File: config.mk
export PLATFORM = sky130hd
export DESIGN_NAME = idecode_pipe
export DESIGN_NICKNAME = d
export VERILOG_FILES = /design/src/rtl/idecode_pipe.sv
export SDC_FILE = /design/constraint.sdc
export NUM_CORES = 1
export LEC_CHECK = 0
export ABC_AREA = 0
export ABC_CLOCK_PERIOD_IN_PS = 1800
export BUFFER_PORTS_ARGS = -buffer_cell sky130_fd_sc_hd__buf_2
export CAP_MARGIN = 20
export CORE_MARGIN = 5
export CORE_UTILIZATION = 30
export DETAILED_ROUTE_END_ITERATION = 12
export PLACE_DENSITY = 0.56
export SYNTH_ARGS = -nofsm -noshare
export SYNTH_HDL_FRONTEND = slang
export SYNTH_SLANG_ARGS = --single-unit
File: constraint.sdc
create_clock -name clk -period 1.8 [get_ports clk]
set_input_delay 0.09 -clock clk [delete_from_list [all_inputs] [get_ports clk]]
set_output_delay 0.09 -clock clk [all_outputs]
set_load 0.03 [all_outputs]
File: src/rtl/idecode_pipe.sv
// RV32I (+ optional RV32M) instruction-decode stage with a registered control
// bundle, valid/ready handshake backed by a 2-entry skid buffer, and flush.
module idecode_pipe #(
  parameter int unsigned XLEN     = 32,
  parameter bit          ENABLE_M = 1'b0
) (
  input  logic            clk,
  input  logic            rst,
  input  logic            in_valid,
  output logic            in_ready,
  input  logic [31:0]     in_instr,
  input  logic [XLEN-1:0] in_pc,
  input  logic            flush,
  output logic            out_valid,
  input  logic            out_ready,
  output logic [XLEN-1:0] out_pc,
  output logic [4:0]      out_rd,
  output logic [4:0]      out_rs1,
  output logic [4:0]      out_rs2,
  output logic [XLEN-1:0] out_imm,
  output logic [3:0]      out_alu_op,
  output logic [1:0]      out_alu_a_sel,
  output logic            out_alu_b_sel,
  output logic            out_reg_we,
  output logic [1:0]      out_wb_sel,
  output logic [2:0]      out_ld_cntr,
  output logic [1:0]      out_st_cntr,
  output logic [2:0]      out_branch,
  output logic            out_jal,
  output logic            out_jalr,
  output logic            out_illegal
);

  localparam logic [3:0] ALU_ADD   = 4'b0000;
  localparam logic [3:0] ALU_SUB   = 4'b0001;
  localparam logic [3:0] ALU_AND   = 4'b0010;
  localparam logic [3:0] ALU_OR    = 4'b0011;
  localparam logic [3:0] ALU_XOR   = 4'b0100;
  localparam logic [3:0] ALU_SLL   = 4'b0101;
  localparam logic [3:0] ALU_SRL   = 4'b0110;
  localparam logic [3:0] ALU_SRA   = 4'b0111;
  localparam logic [3:0] ALU_SLT   = 4'b1000;
  localparam logic [3:0] ALU_SLTU  = 4'b1001;
  localparam logic [3:0] ALU_PASSB = 4'b1010;

  localparam logic [6:0] OPC_LOAD   = 7'b0000011;
  localparam logic [6:0] OPC_STORE  = 7'b0100011;
  localparam logic [6:0] OPC_LUI    = 7'b0110111;
  localparam logic [6:0] OPC_AUIPC  = 7'b0010111;
  localparam logic [6:0] OPC_OP     = 7'b0110011;
  localparam logic [6:0] OPC_OPIMM  = 7'b0010011;
  localparam logic [6:0] OPC_BRANCH = 7'b1100011;
  localparam logic [6:0] OPC_JAL    = 7'b1101111;
  localparam logic [6:0] OPC_JALR   = 7'b1100111;

  typedef struct packed {
    logic [XLEN-1:0] pc;
    logic [4:0]      rd;
    logic [4:0]      rs1;
    logic [4:0]      rs2;
    logic [XLEN-1:0] imm;
    logic [3:0]      alu_op;
    logic [1:0]      alu_a_sel;
    logic            alu_b_sel;
    logic            reg_we;
    logic [1:0]      wb_sel;
    logic [2:0]      ld_cntr;
    logic [1:0]      st_cntr;
    logic [2:0]      branch;
    logic            jal;
    logic            jalr;
    logic            illegal;
  } bundle_t;

  function automatic logic [3:0] base_op(input logic [2:0] f3);
    case (f3)
      3'b000:  base_op = ALU_ADD;
      3'b001:  base_op = ALU_SLL;
      3'b010:  base_op = ALU_SLT;
      3'b011:  base_op = ALU_SLTU;
      3'b100:  base_op = ALU_XOR;
      3'b101:  base_op = ALU_SRL;
      3'b110:  base_op = ALU_OR;
      default: base_op = ALU_AND;
    endcase
  endfunction

  logic [6:0]      opcode;
  logic [2:0]      funct3;
  logic [6:0]      funct7;
  logic [XLEN-1:0] imm_i, imm_s, imm_b, imm_u, imm_j, shamt;
  bundle_t         dec;

  assign opcode = in_instr[6:0];
  assign funct3 = in_instr[14:12];
  assign funct7 = in_instr[31:25];
  assign imm_i  = XLEN'($signed(in_instr[31:20]));
  assign imm_s  = XLEN'($signed({in_instr[31:25], in_instr[11:7]}));
  assign imm_b  = XLEN'($signed({in_instr[31], in_instr[7], in_instr[30:25],
                                 in_instr[11:8], 1'b0}));
  assign imm_u  = XLEN'($signed({in_instr[31:12], 12'b0}));
  assign imm_j  = XLEN'($signed({in_instr[31], in_instr[19:12], in_instr[20],
                                 in_instr[30:21], 1'b0}));
  assign shamt  = XLEN'(in_instr[24:20]);

  // Combinational decode of the arriving instruction.
  always_comb begin
    dec     = '0;
    dec.pc  = in_pc;
    dec.rd  = in_instr[11:7];
    dec.rs1 = in_instr[19:15];
    dec.rs2 = in_instr[24:20];
    case (opcode)
      OPC_LOAD: begin
        dec.reg_we    = 1'b1;
        dec.wb_sel    = 2'b01;
        dec.alu_b_sel = 1'b1;
        dec.imm       = imm_i;
        case (funct3)
          3'b010:  dec.ld_cntr = 3'b000;
          3'b001:  dec.ld_cntr = 3'b001;
          3'b000:  dec.ld_cntr = 3'b010;
          3'b101:  dec.ld_cntr = 3'b011;
          3'b100:  dec.ld_cntr = 3'b100;
          default: dec.illegal = 1'b1;
        endcase
      end
      OPC_STORE: begin
        dec.alu_b_sel = 1'b1;
        dec.imm       = imm_s;
        case (funct3)
          3'b010:  dec.st_cntr = 2'b01;
          3'b001:  dec.st_cntr = 2'b10;
          3'b000:  dec.st_cntr = 2'b11;
          default: dec.illegal = 1'b1;
        endcase
      end
      OPC_LUI: begin
        dec.reg_we    = 1'b1;
        dec.alu_op    = ALU_PASSB;
        dec.alu_b_sel = 1'b1;
        dec.imm       = imm_u;
      end
      OPC_AUIPC: begin
        dec.reg_we    = 1'b1;
        dec.alu_a_sel = 2'b01;
        dec.alu_b_sel = 1'b1;
        dec.imm       = imm_u;
      end
      OPC_OP: begin
        dec.reg_we = 1'b1;
        if (funct7 == 7'b0000000) begin
          dec.alu_op = base_op(funct3);
        end else if (funct7 == 7'b0100000 && funct3 == 3'b000) begin
          dec.alu_op = ALU_SUB;
        end else if (funct7 == 7'b0100000 && funct3 == 3'b101) begin
          dec.alu_op = ALU_SRA;
        end else if (funct7 == 7'b0000001 && ENABLE_M) begin
          case (funct3)
            3'b000:  dec.alu_op = 4'b1100;
            3'b001:  dec.alu_op = 4'b1101;
            3'b100:  dec.alu_op = 4'b1110;
            3'b110:  dec.alu_op = 4'b1111;
            default: dec.illegal = 1'b1;
          endcase
        end else begin
          dec.illegal = 1'b1;
        end
      end
      OPC_OPIMM: begin
        dec.reg_we    = 1'b1;
        dec.alu_b_sel = 1'b1;
        dec.imm       = imm_i;
        dec.alu_op    = base_op(funct3);
        if (funct3 == 3'b001) begin
          dec.imm     = shamt;
          dec.illegal = (funct7 != 7'b0000000);
        end else if (funct3 == 3'b101) begin
          dec.imm = shamt;
          if (funct7 == 7'b0100000) dec.alu_op = ALU_SRA;
          else if (funct7 != 7'b0000000) dec.illegal = 1'b1;
        end
      end
      OPC_BRANCH: begin
        dec.alu_op = ALU_SUB;
        dec.imm    = imm_b;
        case (funct3)
          3'b000:  dec.branch = 3'b001;
          3'b001:  dec.branch = 3'b010;
          3'b100:  dec.branch = 3'b011;
          3'b101:  dec.branch = 3'b100;
          3'b110:  dec.branch = 3'b101;
          3'b111:  dec.branch = 3'b110;
          default: dec.illegal = 1'b1;
        endcase
      end
      OPC_JAL: begin
        dec.reg_we = 1'b1;
        dec.wb_sel = 2'b10;
        dec.jal    = 1'b1;
        dec.imm    = imm_j;
      end
      OPC_JALR: begin
        if (funct3 == 3'b000) begin
          dec.reg_we    = 1'b1;
          dec.wb_sel    = 2'b10;
          dec.jalr      = 1'b1;
          dec.alu_b_sel = 1'b1;
          dec.imm       = imm_i;
        end else begin
          dec.illegal = 1'b1;
        end
      end
      default: dec.illegal = 1'b1;
    endcase
    // Illegal instructions must not cause architectural side effects downstream.
    if (dec.illegal) begin
      dec.reg_we  = 1'b0;
      dec.st_cntr = 2'b00;
      dec.branch  = 3'b000;
      dec.jal     = 1'b0;
      dec.jalr    = 1'b0;
    end
  end

  bundle_t main_q, main_d, skid_q, skid_d;
  logic    main_valid_q, main_valid_d;
  logic    skid_valid_q, skid_valid_d;
  logic    in_ready_q, in_ready_d;
  logic    in_xfer, out_xfer;

  assign in_xfer  = in_valid & in_ready_q;
  assign out_xfer = main_valid_q & out_ready;

  // Skid-buffer next state; flush overrides every transfer.
  always_comb begin
    main_d       = main_q;
    skid_d       = skid_q;
    main_valid_d = main_valid_q;
    skid_valid_d = skid_valid_q;
    if (flush) begin
      main_valid_d = 1'b0;
      skid_valid_d = 1'b0;
    end else if (out_xfer) begin
      if (skid_valid_q) begin
        main_d       = skid_q;
        skid_valid_d = 1'b0;
      end else if (in_xfer) begin
        main_d = dec;
      end else begin
        main_valid_d = 1'b0;
      end
    end else if (in_xfer) begin
      if (!main_valid_q) begin
        main_d       = dec;
        main_valid_d = 1'b1;
      end else begin
        skid_d       = dec;
        skid_valid_d = 1'b1;
      end
    end
    in_ready_d = !skid_valid_d;
  end

  always_ff @(posedge clk) begin
    if (rst) begin
      main_q       <= '0;
      skid_q       <= '0;
      main_valid_q <= 1'b0;
      skid_valid_q <= 1'b0;
      in_ready_q   <= 1'b1;
    end else begin
      main_q       <= main_d;
      skid_q       <= skid_d;
      main_valid_q <= main_valid_d;
      skid_valid_q <= skid_valid_d;
      in_ready_q   <= in_ready_d;
    end
  end

  assign in_ready      = in_ready_q;
  assign out_valid     = main_valid_q;
  assign out_pc        = main_q.pc;
  assign out_rd        = main_q.rd;
  assign out_rs1       = main_q.rs1;
  assign out_rs2       = main_q.rs2;
  assign out_imm       = main_q.imm;
  assign out_alu_op    = main_q.alu_op;
  assign out_alu_a_sel = main_q.alu_a_sel;
  assign out_alu_b_sel = main_q.alu_b_sel;
  assign out_reg_we    = main_q.reg_we;
  assign out_wb_sel    = main_q.wb_sel;
  assign out_ld_cntr   = main_q.ld_cntr;
  assign out_st_cntr   = main_q.st_cntr;
  assign out_branch    = main_q.branch;
  assign out_jal       = main_q.jal;
  assign out_jalr      = main_q.jalr;
  assign out_illegal   = main_q.illegal;

endmodule

Word-level counts from Yosys, hierarchy flattened:

Index checks and enable logic that the tools add are counted.

* register bits after elaboration: 203
* output and inout bits: 102
* input port bits: 69

* reduce and logical (&&, ||, !) cells: 19
* muxes and demuxes: 52
* bitwise operators: 4
* equality and inequality tests: 20

Operators by type and width (count)
* two-way mux 100 bit: 5
* one-hot mux 32 bit (7 select lines): 1
* two-way mux 32 bit: 2
* two-way mux 36 bit: 1
* equality test 7 x 6 -> 1 bit, second input constant: 4
* one-hot mux 4 bit (7 select lines): 1
* two-way mux 1 bit: 24
* equality test 7 bit, second input constant: 3
* one-hot mux 3 bit (6 select lines): 1
* two-way mux 4 bit: 4
* one-hot mux 4 bit (4 select lines): 1
* equality test 7 x 5 -> 1 bit, second input constant: 2
* equality test 3 bit, second input constant: 4
* two-way mux 3 bit: 4
* one-hot mux 2 bit (3 select lines): 2
* one-hot mux 3 bit (4 select lines): 1
* OR reduction 6 bit: 2
* OR reduction 5 bit: 2
* AND reduction 4 bit: 2
* equality test 7 x 2 -> 1 bit, second input constant: 1
* logical NOT 7 bit: 1
* two-way mux 7 bit: 1
* one-hot mux 1 bit (7 select lines): 1
* nonzero test 7 bit: 1
* other kinds (15): 24

Depth between registers and ports, before layout:

Gate-level depths: netlist of run 1.

* word-level depth: 10
* depth in mapped cells: 9
* gate-level depth less buffers: 6

Worst setup path after synthesis of run 1:

OpenSTA, ideal clock, no wires.

* path type: register -> register
* start point: reg main_valid_q (netlist: out_valid)
* end point: reg main_q (netlist bit out_pc[26])
* stages on the path, launching flop included: 8
* data required time: 1.709 ns
* buffers on the path: 3
* arrival: 2.016 ns
* setup time: 0.091 ns
* slack: -0.307 ns
* clock period less this slack: 2.107 ns
* path through: dfxtp_1 buf_2 nand2_1 a221oi_2 clkbuf_1 buf_2 nor2_1 a311oi_1

* longest elaborated chain between the ends: 3

RTL lines
* start: declaration: line 227 `logic main_valid_q, main_valid_d;`
* start signal: assignment: line 275 `main_valid_q <= main_valid_d;`
* bitwise AND 1 bit: line 233 `assign out_xfer = main_valid_q & out_ready;`
* inequality test 2 x 1 -> 1 bit (no source line) / nonzero test 2 bit (equally long branches)
* AND reduction 4 bit (no source line)
* end signal: assignment: line 273 `main_q <= main_d;`
* end: declaration: line 226 `bundle_t main_q, main_d, skid_q, skid_d;`

Several ways; a longest one is shown, not always the timed one.
A chain may end at the register's enable or synchronous reset.

Worst setup path in the final report of run 1:

* start point: reg main_valid_q (netlist: out_valid)
* end point: reg main_q (netlist bit out_imm[26])

The elaborated chain is that of the path after synthesis.

==> results of run 1 <==
how the worst min path moves through the flow:
| stage | start | cells after the start | end | slack (ns) |
|---|---|---|---|---|
| 6_report | in_instr[31] | 4 | out_imm[31] | 0.04 |
| 5_1_grt | in_instr[31] | 4 | out_imm[31] | 0.03 |
| 4_1_cts | in_instr[31] | 4 | out_imm[31] | 0.01 |
| 3_5_place_dp | in_pc[26] | 3 | skid_q[94] | 0.35 |
| 3_3_place_gp | in_pc[26] | 3 | skid_q[94] | 0.34 |
| 2_1_floorplan | flush | 1 | out_valid | 0.16 |
what timing repair did:
item,CTS,global route
resized for setup,1,12
buffers inserted,0,7
pin swaps,0,5
hold buffers,58,0
hold endpoints to repair,143,0
endpoints found under the setup margin,8,77
cloned,1,1
metal layers:
layer / up-vias / track usage (%) / routed length [µm]
met1: 3968 / 23.4 / 12800
li1: 4234 / - / -
met3: 48 / 3.91 / 1980
met2: 259 / 27.5 / 12700
met5: - / 0 / 0
met4: 0 / 4.61 / 695
tightest hold or removal path, cell delays in order:
cell	delay [ns]
buf_2	0.11
buf_4	0.16
nand4_1	0.08
a211oi_1	0.06
where the power goes:
group | switching (mW) | leakage (nW) | internal [mW]
clock network | 1.87 | 0.397 | 3.01
registers | 0.0764 | 1.64 | 4.60
logic | 0.841 | 2.52 | 0.514
total | 2.79 | 4.55 | 8.12
state kept, by name, indices dropped and copies added (netlist names), 2 cells and up:
signal and flops:
out_pc 32, out_st_cntr 2, out_rs1 5, out_imm 32
out_branch 3, skid_q 99, out_wb_sel 2, out_alu_op 4
out_rd 5, out_ld_cntr 3, out_rs2 5
cell usage in the layout, fill, tap and decap left out, types with 5 or more instances in the layout:
cell,instances
buf_2,168
clkbuf_16,26
a311oi_1,53
clkbuf_8,5
buf_12,12
a2bb2oi_1,5
nor2_1,127
a211oi_1,33
nand3_1,18
buf_4,59
dlygate4sd3_1,58
dfxtp_1,199
nand2_1,265
a21oi_1,82
o21ai_0,37
a221oi_1,36
nand4_1,6
nor3_1,26
stage by stage:
| stage | power [mW] | instances | hold WS [ns] | utilization [%] |
|---|---|---|---|---|
| floorplan | 5.50 | 1067 | 0.159 | - |
| CTS | 11.1 | 1685 | 0.00953 | 41.4 |
| detailed placement | 5.99 | 1585 | 0.350 | 36.3 |
| global placement | 5.99 | 1585 | 0.345 | 36.3 |
| global route | 11.4 | 1693 | 0.0322 | 41.9 |
| finish | 10.9 | 1693 | 0.0397 | 41.9 |
final cells by class:
class,count,area [µm²]
inverter,5,18.8
timing repair buffer,305,2250
clock inverter,7,88.8
clock buffer,34,709
tap,378,473
fill,2784,16100
sequential,201,4030
multi-input combinational,763,4040
kinds of logic (layout without fill, tap and decap cells):
kind of cell / count (synthesis) / after routing / share of synthesized area [%]
DFF: 201 / 201 / 48.0
xor gates and xnor gates: 1 / 1 / 0.104
and+or+nand+nor: 480 / 480 / 23.7
buffers and inverters: 103 / 351 / 4.76
AOI/OAI and AO/OA: 279 / 279 / 23.1
muxes: 2 / 2 / 0.239
other: 1 / 1 / 0.0447
==> flow_metrics.tcl, run 1 <==
set metrics [dict create \
    grt_pass1_vias 8028 \
    yosysUniqueCellTypes 59 \
    cts.clk_slew.worst_paths_ns 0.06 \
    rr_worst_depth 7 \
    pre_cts_ws_ns -0.168 \
    fin_tns_setup_ns 0 \
    startpoint "out_valid" \
    vias 8509 \
    yosys_warnings 0 \
    numCtsBuffers 24 \
    fmax_mhz 585 \
    fin_ws_ns 0.0916 \
    yosys-top-cells-area "dfxtp_1 48%, nand2_1 12%, nor2_1 5.8%" \
    critPathBufInv 2 \
    clockBufferDepth 3 \
    seq_area_frac_synth_pct 48.0 \
    ant_nets 0 \
    dpl_cell_area_mm2 0.0101 \
    peakVddDrop_mv 0.516 \
    portBuffers 169 \
    grt_max_degree 71 \
    arrival_ns 2.09 \
    cp_cell_sequence "nand2_2 -> a221oi_4 -> nand2_2 -> buf_4 -> a21oi_1 -> buf_4 -> a221oi_1" \
    p_leak_nw 4.55 \
    ys.flop_type "dfxtp_1" \
    design_area_mm2 0.0116 \
    cp_num_cells 7 \
    wl_mm 28.2 \
    cts.sinks 201 \
    critical_path.top_delay_family "compound AO/OA/AOI/OAI gates" \
    avgSynthCellArea_um2 7.86 \
    hpwl_mm 18.6 \
    synthCells 1067 \
    track_usage_pct 17.2 \
    die_h_um 177 \
    start_kind "flip-flop" \
    finalSetupViolCount 0 \
    rsz0062_at_grt "yes" \
    nNetsFinal 1369 \
    netlist_top_cells_count "268 x nand2_1, 201 x dfxtp_1, 130 x nor2_1" \
    fin_skew_ns 0.0183 \
    start_util_pct 30.3 \
    ios 171 \
    grt_pass1_wl_mm 44.1 \
    power.density_mw_per_mm2 940 \
    rrSetupSlack_ns 0.09 \
    slowest_stage "dfxtp_4" \
    cts_tree "built" \
    critPathRequiredTime_ns 2.18 \
    drt-initial-drc-count 497 \
    path_max_fanout 11 \
    path_class "flip-flop to flip-flop" \
    syn_to_final_growth_pct 38.4 \
    insertion_delay_ns 0.51 \
    postSynth.asyncResetShare_pct 0 \
    wire_per_inst_um 16.7 \
    coreArea_mm2 0.0277 \
    maxSlewViolCount 0 \
    drc 0 \
    drive_above_1_share_pct 23.2 \
    netlist_area_mm2 0.00839 \
    grt_antenna_before_repair 0 \
    ctsHtreeMaxLevel 1 \
    endpoint_kind "flip-flop" \
    synth.net_count 1136 \
    via_per_inst 5.03 \
    r2r-end "out_imm[26]" \
    period_needed_ns 1.71 \
    root_buffer "clkbuf_16" \
    ys_ff_latch 201 \
    diodes 0 \
    status "completed" \
    finalWeightedCongestion 0.876 \
    yosysTopAreaCell "dfxtp_1" \
    rows 61 \
    netlist.area_leader.share_pct 48.0 \
    synth_most_common_cell "nand2_1" \
    crit_path_end "out_imm[26]" \
    die_area_mm2 0.0314 \
    drv_cap 0 \
    synth_edf_count 0 \
    gr-total-overflow 0 \
    drtPass1Iterations 5 \
    fin_crit_sh_pct 94.9 \
    hold_path.class "input pin to flip-flop" \
    slowest_delay_ns 0.39 \
    die_x_um 177 \
    timing.rr.start "out_valid" \
    finalHoldViolations 0 \
]
Power figures use the tool's default switching activity.
==> inputs of run 2 (changes only) <==
--- a/config.mk
+++ b/config.mk
@@ -12,7 +12,7 @@
 export CORE_MARGIN = 5
 export CORE_UTILIZATION = 30
 export DETAILED_ROUTE_END_ITERATION = 12
-export PLACE_DENSITY = 0.56
+export PLACE_DENSITY_LB_ADDON = 0.1
 export SYNTH_ARGS = -nofsm -noshare
 export SYNTH_HDL_FRONTEND = slang
 export SYNTH_SLANG_ARGS = --single-unit
==> run 2 against run 1 <==
Compared with the run above: flip-flop and latch count did not move; combinational power is essentially flat; total power down 2.5%; via count about the same; final area is essentially flat; clock power is 5.7% lower; register-to-register slack lost 0.02 ns; sequential power is essentially flat.
==> flow_metrics.tcl, run 2 (same netlist as run 1, synthesis figures left out) <==
set metrics [dict create \
    status "completed" \
    peakVddDrop_mv 0.488 \
    die_area_mm2 0.0314 \
    fin_skew_ns 0.0136 \
    drv_cap 0 \
    portBuffers 169 \
    slowest_delay_ns 0.40 \
    die_h_um 177 \
    use_met2_pct 29.4 \
    arrival_ns 2.16 \
    path_class "flip-flop to flip-flop" \
    design_area_mm2 0.0116 \
    start_kind "flip-flop" \
    finalWeightedCongestion 0.827 \
    grtUsageMet3_pct 2.78 \
    vias 8508 \
    drive_above_1_share_pct 23.3 \
    endpoint_kind "flip-flop" \
    finalHoldViolations 0 \
    grt_antenna_before_repair 0 \
    fmax_mhz 578 \
    largest_reg_flops 99 \
    grt_pass1_wl_mm 46.4 \
    critPathBufInv 3 \
    nNetsFinal 1377 \
    numCtsBuffers 24 \
    globalRouteMet1Util_pct 25.9 \
    die_x_um 177 \
    hpwl_mm 19.7 \
    p_total_mw 10.6 \
    track_usage_pct 18.2 \
    cts_tree "built" \
    gr-total-overflow 0 \
    drt-initial-drc-count 487 \
    start_util_pct 30.3 \
    path_max_fanout 19 \
    ios 171 \
    via_per_inst 5.00 \
    ctsHtreeMaxLevel 1 \
    period_needed_ns 1.73 \
    fin_crit_sh_pct 96.0 \
    crit_path_frequent_cell "buf_12" \
    cts.sinks 201 \
    grt_pass1_vias 8132 \
    insertion_delay_ns 0.53 \
    p_leak_nw 4.53 \
    clockBufferDepth 3 \
    drtPass1Iterations 5 \
    grt.busiest_layer "met2" \
    wl_mm 29.5 \
    drc 0 \
    power.density_mw_per_mm2 916 \
    root_buffer "clkbuf_16" \
    diodes 0 \
    wire_per_inst_um 17.3 \
    slowest_stage "dfxtp_4" \
    ant_nets 0 \
    rows 61 \
    layout_common_cells "267 x nand2_1, 199 x dfxtp_1, 168 x buf_2" \
    top_register "skid_q" \
    cts.clk_slew.worst_paths_ns 0.06 \
    critical_path.top_delay_family "compound AO/OA/AOI/OAI gates" \
    grt_max_degree 57 \
    finalSetupViolCount 0 \
    maxSlewViolCount 0 \
    coreArea_mm2 0.0277 \
    cp_cell_sequence "nand2_2 -> a221oi_4 -> buf_4 -> buf_12 -> buf_12 -> nor2_1 -> a311oi_1" \
    syn_to_final_growth_pct 38.5 \
    final_common_cell "nand2_1" \
    hold_path.class "input pin to flip-flop" \
    critPathRequiredTime_ns 2.23 \
    dpl_cell_area_mm2 0.0102 \
]
## run 2: cell types whose count changed in the layout (fill, tap and decap cells not counted), sizes merged
cell / change
clkbuf: +2
bufinv: -1
bufbuf: -1
dlygate4sd3: -1
dlymetal6s2s: -1
buf: +11
## run 2: what timing repair did
item	CTS	global route
buffers inserted	0	3
resized for setup	2	14
endpoints found under the hold margin	147	0
cloned	0	1
setup endpoints to repair	9	75
hold buffers	57	0
pin swaps	0	5
## run 2: power by group
part	internal [mW]	leakage, nW	switching [mW]
sequential	4.60	1.64	0.0809
clock	2.69	0.359	1.91
combinational	0.515	2.54	0.848
## run 2: per-stage QoR
step           hold WS (ns)  setup TNS (ns)  worst slack [ns]  cells  utilization [%]
2_1_floorplan         0.159               0            0.0309   1067                -
3_3_place_gp          0.347           -1.07            -0.116   1599             36.8
3_5_place_dp          0.349           -1.69            -0.177   1599             36.8
4_1_cts              0.0109         -0.0175          -0.00927   1698             41.6
5_1_grt              0.0237        -0.00875          -0.00659   1702             41.9
6_report             0.0322               0            0.0711   1702             41.9
## run 2: cell type report
type | instances | area (µm²)
Clock buffer | 36 | 666
Clock inverter | 6 | 66.3
Fill cell | 2875 | 16100
Inverter | 5 | 18.8
Multi-Input combinational cell | 763 | 4040
Sequential cell | 201 | 4030
Tap cell | 378 | 473
Timing Repair Buffer | 313 | 2330
## run 2: path summary, 6_finish.rpt
path	slack [ns]	startpoint	cells past startpoint	end
max	0.07	out_valid	7	out_pc[29]
min	0.03	in_instr[31]	4	out_imm[31]
max reg2reg	0.07	out_valid	7	out_pc[29]
min reg2reg	0.45	skid_q[81]	2	skid_q[81]
## run 2: worst min-delay path, delay by kind of cell
family          cells  cell delay [ns]
buf+inv             2             0.28
simple gates        1             0.07
compound gates      1             0.06
## run 2: per-layer routing
| layer | wire [µm] | share of wire (%) | up-vias |
|---|---|---|---|
| met4 | 328 | 1.1 | 0 |
| met1 | 13900 | 47 | 4016 |
| met2 | 13600 | 46 | 212 |
| li1 | - | - | 4252 |
| met5 | 0 | 0 | - |
| met3 | 1660 | 5.6 | 28 |
